### src/rtl/step_counter.sv
// Up/down counter with a programmable step, wrap or clamp at the bounds,
// a sticky overflow/underflow flag and a one-cycle terminal-crossing pulse.
module step_counter #(
  parameter int WIDTH    = 8,
  parameter int STEP     = 1,
  parameter int SATURATE = 0
) (
  input  logic             clk,
  input  logic             rst_n,
  input  logic             en,
  input  logic             up,
  input  logic             load,
  input  logic [WIDTH-1:0] load_val,
  input  logic             clr_ovf,
  output logic [WIDTH-1:0] sum,
  output logic             stat,
  output logic             tc
);

  localparam logic [WIDTH:0]   STEP_EXT = (WIDTH+1)'(STEP);
  localparam logic [WIDTH-1:0] MAX_VAL  = {WIDTH{1'b1}};
  localparam logic [WIDTH-1:0] MIN_VAL  = {WIDTH{1'b0}};

  logic [WIDTH-1:0] sum_r;
  logic             stat_r;
  logic             tc_r;

  logic [WIDTH:0]   add_s;
  logic [WIDTH:0]   sub_s;
  logic             cross_s;
  logic [WIDTH-1:0] next_sum_s;
  logic             next_stat_s;
  logic             next_tc_s;

  // Next-state: load beats a step; the extra top bit of the widened result
  // is the carry (up) or borrow (down) that marks a crossing.
  always_comb begin
    add_s       = {1'b0, sum_r} + STEP_EXT;
    sub_s       = {1'b0, sum_r} - STEP_EXT;
    cross_s     = 1'b0;
    next_sum_s  = sum_r;
    next_tc_s   = 1'b0;
    next_stat_s = stat_r;
    if (load) begin
      next_sum_s = load_val;
    end else if (en) begin
      if (up) begin
        cross_s    = add_s[WIDTH];
        next_sum_s = add_s[WIDTH-1:0];
      end else begin
        cross_s    = sub_s[WIDTH];
        next_sum_s = sub_s[WIDTH-1:0];
      end
      if ((SATURATE != 0) && cross_s) begin
        next_sum_s = up ? MAX_VAL : MIN_VAL;
      end else begin
        next_sum_s = next_sum_s;
      end
    end else begin
      next_sum_s = sum_r;
    end
    // A crossing in the same cycle as a clear keeps the flag set.
    if (cross_s) begin
      next_stat_s = 1'b1;
    end else if (clr_ovf) begin
      next_stat_s = 1'b0;
    end else begin
      next_stat_s = stat_r;
    end
    next_tc_s = cross_s;
  end

  // State registers with synchronous active-low reset.
  always_ff @(posedge clk) begin
    if (!rst_n) begin
      sum_r  <= {WIDTH{1'b0}};
      stat_r <= 1'b0;
      tc_r   <= 1'b0;
    end else begin
      sum_r  <= next_sum_s;
      stat_r <= next_stat_s;
      tc_r   <= next_tc_s;
    end
  end

  assign sum  = sum_r;
  assign stat = stat_r;
  assign tc   = tc_r;

endmodule

### config.mk
export PLATFORM = sky130hd
export DESIGN_NAME = step_counter
export DESIGN_NICKNAME = d
export VERILOG_FILES = /design/src/rtl/step_counter.sv
export SDC_FILE = /design/constraint.sdc
export NUM_CORES = 1
export LEC_CHECK = 0
export ABC_AREA = 1
export ABC_CLOCK_PERIOD_IN_PS = 3400
export CAP_MARGIN = 20
export CORE_MARGIN = 2
export CORE_UTILIZATION = 46
export CTS_BUF_LIST = sky130_fd_sc_hd__clkbuf_16
export CTS_CLUSTER_DIAMETER = 30
export DETAILED_ROUTE_END_ITERATION = 6
export HOLD_SLACK_MARGIN = 0.02
export PLACE_DENSITY = 0.79
export SLEW_MARGIN = 20
export SYNTH_ARGS = -nofsm -noshare
export SYNTH_HDL_FRONTEND = slang
export SYNTH_SLANG_ARGS = --single-unit
### constraint.sdc
create_clock -name clk -period 3.4 [get_ports clk]
set_input_delay 0.68 -clock clk [delete_from_list [all_inputs] [get_ports clk]]
set_output_delay 0.68 -clock clk [all_outputs]
set_load 0.01 [all_outputs]
==> results of run 1 <==
[worst max-delay path by stage]
stage	start	endpoint	cells past startpoint
after global routing	load	sum[0]	4
final	load	sum[4]	4
after global placement	load	sum[4]	4
after detailed placement	load	sum[7]	4
after floorplan	up	sum[6]	7
after CTS	load	sum[4]	4
[routing by layer]
metal | GRT usage | share of wire
met1 | 0.309 | 0.46
met5 | 0 | 0
met4 | 0.0750 | 0.0082
met3 | 0.0129 | 0.041
met2 | 0.363 | 0.49
[cell families after synthesis]
logic type / after synthesis / synth area share
AND/OR/NAND/NOR: 59 / 0.397
AO/OA/AOI/OAI: 16 / 0.148
buffers and inverters: 12 / 0.0849
flip-flops: 10 / 0.295
XOR/XNOR: 3 / 0.0388
adder cells (fa/ha/maj): 2 / 0.0369
[power by group]
part           leakage [nW]  switching [W]  internal, W  total (W)
Sequential           0.0824      0.0000127     0.000126   0.000138
Combinational         0.283      0.0000429    0.0000464  0.0000893
Clock                0.0385      0.0000509     0.000154   0.000205
[synth_stat cells, drive strengths merged]
library cell	instances
nand3	11
nor3	2
nor2	12
xor2	2
dfxtp	10
ha	2
nand3b	3
a22oi	5
or2	1
inv	8
nand2	28
a21oi	5
xnor2	1
clkinv	1
buf	3
o21ai	3
nand4	2
a31oi	3
[per-stage QoR]
stage          area [µm²]  cells
2_1_floorplan         678    102
3_3_place_gp          903    137
3_5_place_dp          903    137
4_1_cts               982    141
5_1_grt               982    141
6_report              982    141
[area by class of cell]
cell class	count	area, µm²
Inverter	9	33.8
Fill cell	122	352
Clock inverter	1	3.75
Clock buffer	3	75.1
Timing Repair Buffer	23	230
Sequential cell	10	200
Multi-Input combinational cell	80	420
Tap cell	15	18.8
[worst max-delay path: stages]
cell and delay [ns]:
clkdlybuf4s50_1 0.66, nor2_1 0.54, a22oi_1 0.20, a21oi_2 0.17
[flip-flops by register name, summed over array words and instances, names as in the netlist]
register / flops
sum: 8
stat: 1
tc: 1
==> run_results.csv, run 1 <==
group,metric,value,unit
floorplan,die_w,42.4,µm
cts,cts_hold_buf,0,
logic_synthesis,syn_inst,102,
finish,diodes,0,
logic_synthesis,ys_types,24,
detailed_routing,antenna_left,0,
logic_synthesis,synth-seq-cells,10,
finish,final_layout_size_suffix_gt1_frac,0.0635,
detailed_routing,first_iter_violations,24,
global_route,grt_use_total,0.222,
cts,cts_resized,0,
sta,hold_viol,0,
setup_path,end_kind,"flip-flop",
logic_synthesis,syn-num-nets,118,
global_route,antenna_found_initial,0,
placement,pre_cts_ws,1.20,ns
logic_synthesis,synth.cell_area,678,µm²
setup_path,path_class,"in -> reg",
power_and_ir_drop,finalPower,0.000432,W
sta,max_freq,480,MHz
logic_synthesis,yosys_warnings,0,
logic_synthesis,synthTopCellsByArea,"dfxtp_1 (30%), nand2_1 (15%), nand3_1 (8.1%), a22oi_1 (5.5%), nor2_1 (5.0%)",
sta,fin_skew,0.00207,ns
setup_path,r2r_start,"sum[0]",
sta,final.setup.tns,0,ns
setup_path,reg2reg_to,"sum[6]",
setup_path,start_kind,"primary input",
detailed_routing,wl_per_cell,13.0,µm
cts,clk_path_buf_depth,2,
floorplan,pin_count,24,
cts,clkSinkCount,10,
setup_path,critPathMaxFanout,11,
sta,final_max_slew_viol_count,0,
detailed_routing,vias_per_cell,5.43,
finish,final_core_utilization,0.736,
floorplan,initial_utilization,0.508,
hold_path,holdCritStartpoint,"stat",
sta,slew_headroom,0.646,
finish,nets,143,
floorplan,die_height,42.4,µm
global_route,grt_pass1_vias,710,
power_and_ir_drop,p_leak,0.403,nW
setup_path,cp_data_arrival_time,2.25,ns
cts,cts_tree,"built",
sta,fin_crit_sh,0.613,
hold_path,hp-class,"reg -> reg",
cts,numCtsBuffers,3,
finish,final_cell_mix,"nand2_1 (28), clkdlybuf4s50_1 (23), nand3_1 (11)",
finish,syn_to_final_growth,44.8,%
detailed_routing,drtPass1Iterations,4,
detailed_routing,drc_errors,0,
sta,setup_violations,0,
sta,worst_slack,1.32,ns
setup_path,rrSetupSlack,2.00,ns
global_route,overflow,0,
sta,worstMarginPinSlew,0.529,ns
setup_path,crit_required,3.56,ns
logic_synthesis,yosysTopAreaCellShare,0.295,
outcome,outcome,"complete, no violations",
placement,port_buffers,23,
power_and_ir_drop,ir_worst_vdd,0.358,mV
global_route,grt_first_pass_wirelength,3110,µm
setup_path,reg2reg_depth,9,
run,drv_cap,0,
logic_synthesis,synth_top_area_cell,"dfxtp_1",
sta,min_period,2.08,ns
floorplan,rows,13,
cts,htree_levels,1,
placement,hpwl,1340,µm
hold_path,min_to,"stat",
power_and_ir_drop,power_density,440,mW/mm²
cts,cts-root-buf,"clkbuf_16",
logic_synthesis,avgSynthCellArea,6.65,µm²
floorplan,fp.dieArea,0.00180,mm²
cts,insertion_delay,0.23,ns
detailed_routing,dr_total_vias,766,
cts,clk_pin_slew,0.04,ns
global_route,grt_max_degree,12,
sta,hold_ws,0.480,ns
cts,postCtsSetupBuffers,0,
logic_synthesis,synth-seq-area-share,0.295,
sta,rsz0062_at_grt,"false",
floorplan,coreArea,0.00133,mm²
placement,gp_congestion,0.810,
detailed_routing,routed_wl,1830,µm
hold_path,min_path_cells,2,
finish,final_common_cell,"nand2_1",
(Power assumes the default switching activity.)
==> inputs of run 2 (changes only) <==
- ABC_CLOCK_PERIOD_IN_PS: 3400 -> 1800
- CORE_UTILIZATION: 46 -> 39
- PLACE_DENSITY: 0.79 -> 0.71
- clock period: 3.4 -> 1.8 ns (I/O delays scaled with it)
==> run 2 against run 1 <==
Cell count grew 5.7%. First-iteration DRC count is 58% higher. Die area is 16% higher. Worst hold slack worse by 0.014 ns. Critical path type is now reg -> out. Clock power grew 91%. Flip-flop and latch count stayed put. Sequential power grew 84%. Utilization decreased by 13 points.
==> run_results.csv, run 2 (same netlist as run 1, synthesis figures left out) <==
group,metric,value,unit
setup_path,critPathSlowestCell,"clkdlybuf4s50_1",
detailed_routing,wl_met1,797,µm
sta,worstMarginPinSlew,0.241,ns
run,drv_cap,0,
power_and_ir_drop,p_leak,0.434,nW
cts,insertion_delay,0.23,ns
sta,final.setup.tns,0,ns
setup_path,path_class,"reg -> out",
sta,fin_skew,0.000441,ns
sta,setup_violations,0,
finish,diodes,0,
floorplan,pin_count,24,
power_and_ir_drop,ir_worst_vdd,1.10,mV
sta,final_max_slew_viol_count,0,
finish,nets,149,
cts,numCtsBuffers,3,
setup_path,crit_chain,"clkdlybuf4s50_1",
floorplan,rows,15,
detailed_routing,dr_total_vias,801,
setup_path,rrSetupSlack,0.47,ns
finish,largest_register_ffs,8,
setup_path,critPathMaxFanout,8,
cts,cts_tree,"built",
setup_path,path_buf_inv,1,
setup_path,start_kind,"flip-flop",
finish,final_common_cell,"nand2_1",
cts,clk_pin_slew,0.04,ns
placement,gp_congestion,0.849,
detailed_routing,dr_wl_met2,866,µm
global_route,grt_pass1_vias,710,
detailed_routing,wl_met3,93,µm
sta,rsz0062_at_grt,"false",
setup_path,cp_data_arrival_time,1.26,ns
finish,final_cell_mix,"nand2_1 (28), clkdlybuf4s50_1 (23), nand3_1 (11)",
finish,fin_area,0.00103,mm²
hold_path,hp-class,"reg -> reg",
global_route,grt_first_pass_wirelength,3010,µm
sta,fin_crit_sh,0.902,
finish,final_layout_size_suffix_gt1_frac,0.106,
detailed_routing,vias_per_cell,5.38,
setup_path,end_kind,"primary output",
cts,postCtsSetupBuffers,0,
detailed_routing,drtPass1Iterations,4,
outcome,outcome,"complete, no violations",
cts,cts_hold_buf,0,
floorplan,coreArea,0.00169,mm²
detailed_routing,drc_errors,0,
finish,fillers,159,
power_and_ir_drop,power_density,807,mW/mm²
global_route,overflow,0,
sta,max_freq,616,MHz
detailed_routing,wl_per_cell,12.1,µm
cts,clkSinkCount,10,
cts,cts_resized,0,
floorplan,initial_utilization,0.401,
finish,syn_to_final_growth,51.8,%
global_route,grt_max_degree,11,
sta,min_period,1.62,ns
cts,htree_levels,1,
floorplan,die_w,45.7,µm
power_and_ir_drop,finalPower,0.000831,W
global_route,antenna_found_initial,0,
sta,hold_viol,0,
floorplan,fp.dieArea,0.00209,mm²
placement,port_buffers,23,
setup_path,crit_family,"buffers and inverters",
cts,cts-root-buf,"clkbuf_16",
detailed_routing,first_iter_violations,38,
detailed_routing,routed_wl,1800,µm
placement,place_area,951,µm²
setup_path,crit_required,1.44,ns
setup_path,max_stage_delay,0.59,ns
detailed_routing,top_layer,"met4",
global_route,grt_use_total,0.201,
floorplan,die_height,45.7,µm
detailed_routing,antenna_left,0,
placement,hpwl,1420,µm
cts,clk_path_buf_depth,2,
sta,slew_headroom,0.839,
## run 2: cell count changes in the layout (fill, tap and decap cells not counted)
cell,previous run,this run
buf_4,0,6
## run 2: layer usage
layer | GRT usage | up-vias
li1 | - | 401
met1 | 0.261 | 368
met2 | 0.304 | 27
met3 | 0.0873 | 5
met4 | 0.0514 | 0
met5 | 0 | -
## run 2: worst register-to-register path, cell delays in order (launching register included)
cell and delay, ns:
dfxtp_1 0.41, inv_1 0.09, ha_1 0.19, inv_1 0.08
nor2_1 0.06, nand2_1 0.07, nand2_1 0.06, xor2_1 0.14
nand2_1 0.08, a21oi_2 0.05
## run 2: path summary, 6_finish.rpt
| check | from | to | cells past startpoint |
|---|---|---|---|
| min reg2reg | stat | stat | 2 |
| min | stat | stat | 2 |
| max | sum[3] | sum[3] | 1 |
| max reg2reg | sum[0] | sum[4] | 9 |
## run 2: layout make-up
class	count	area [µm²]	area share
repair buffers	29	275	0.267
clock buffers	3	75.1	0.0729
flip-flops and latches	10	200	0.194
multi-input cells	80	420	0.408
well taps	17	21.3	0.0207
inverters	9	33.8	0.0328
clock inverters	1	3.75	0.00365
## run 2: metrics by stage
step	util	setup slack, ns	std cells	hold slack, ns
4_1_cts	0.610	0.177	149	0.470
2_1_floorplan	-	0.526	102	0.490
6_report	0.610	0.176	149	0.467
3_3_place_gp	0.563	0.193	145	0.459
5_1_grt	0.610	0.132	149	0.498
3_5_place_dp	0.563	0.186	145	0.464
## run 2: power breakdown
part	total [W]	internal, W	switching [W]
logic	0.000185	0.0000972	0.0000881
registers	0.000254	0.000237	0.0000173
clock network	0.000391	0.000291	0.000100
total	0.000831	0.000625	0.000205
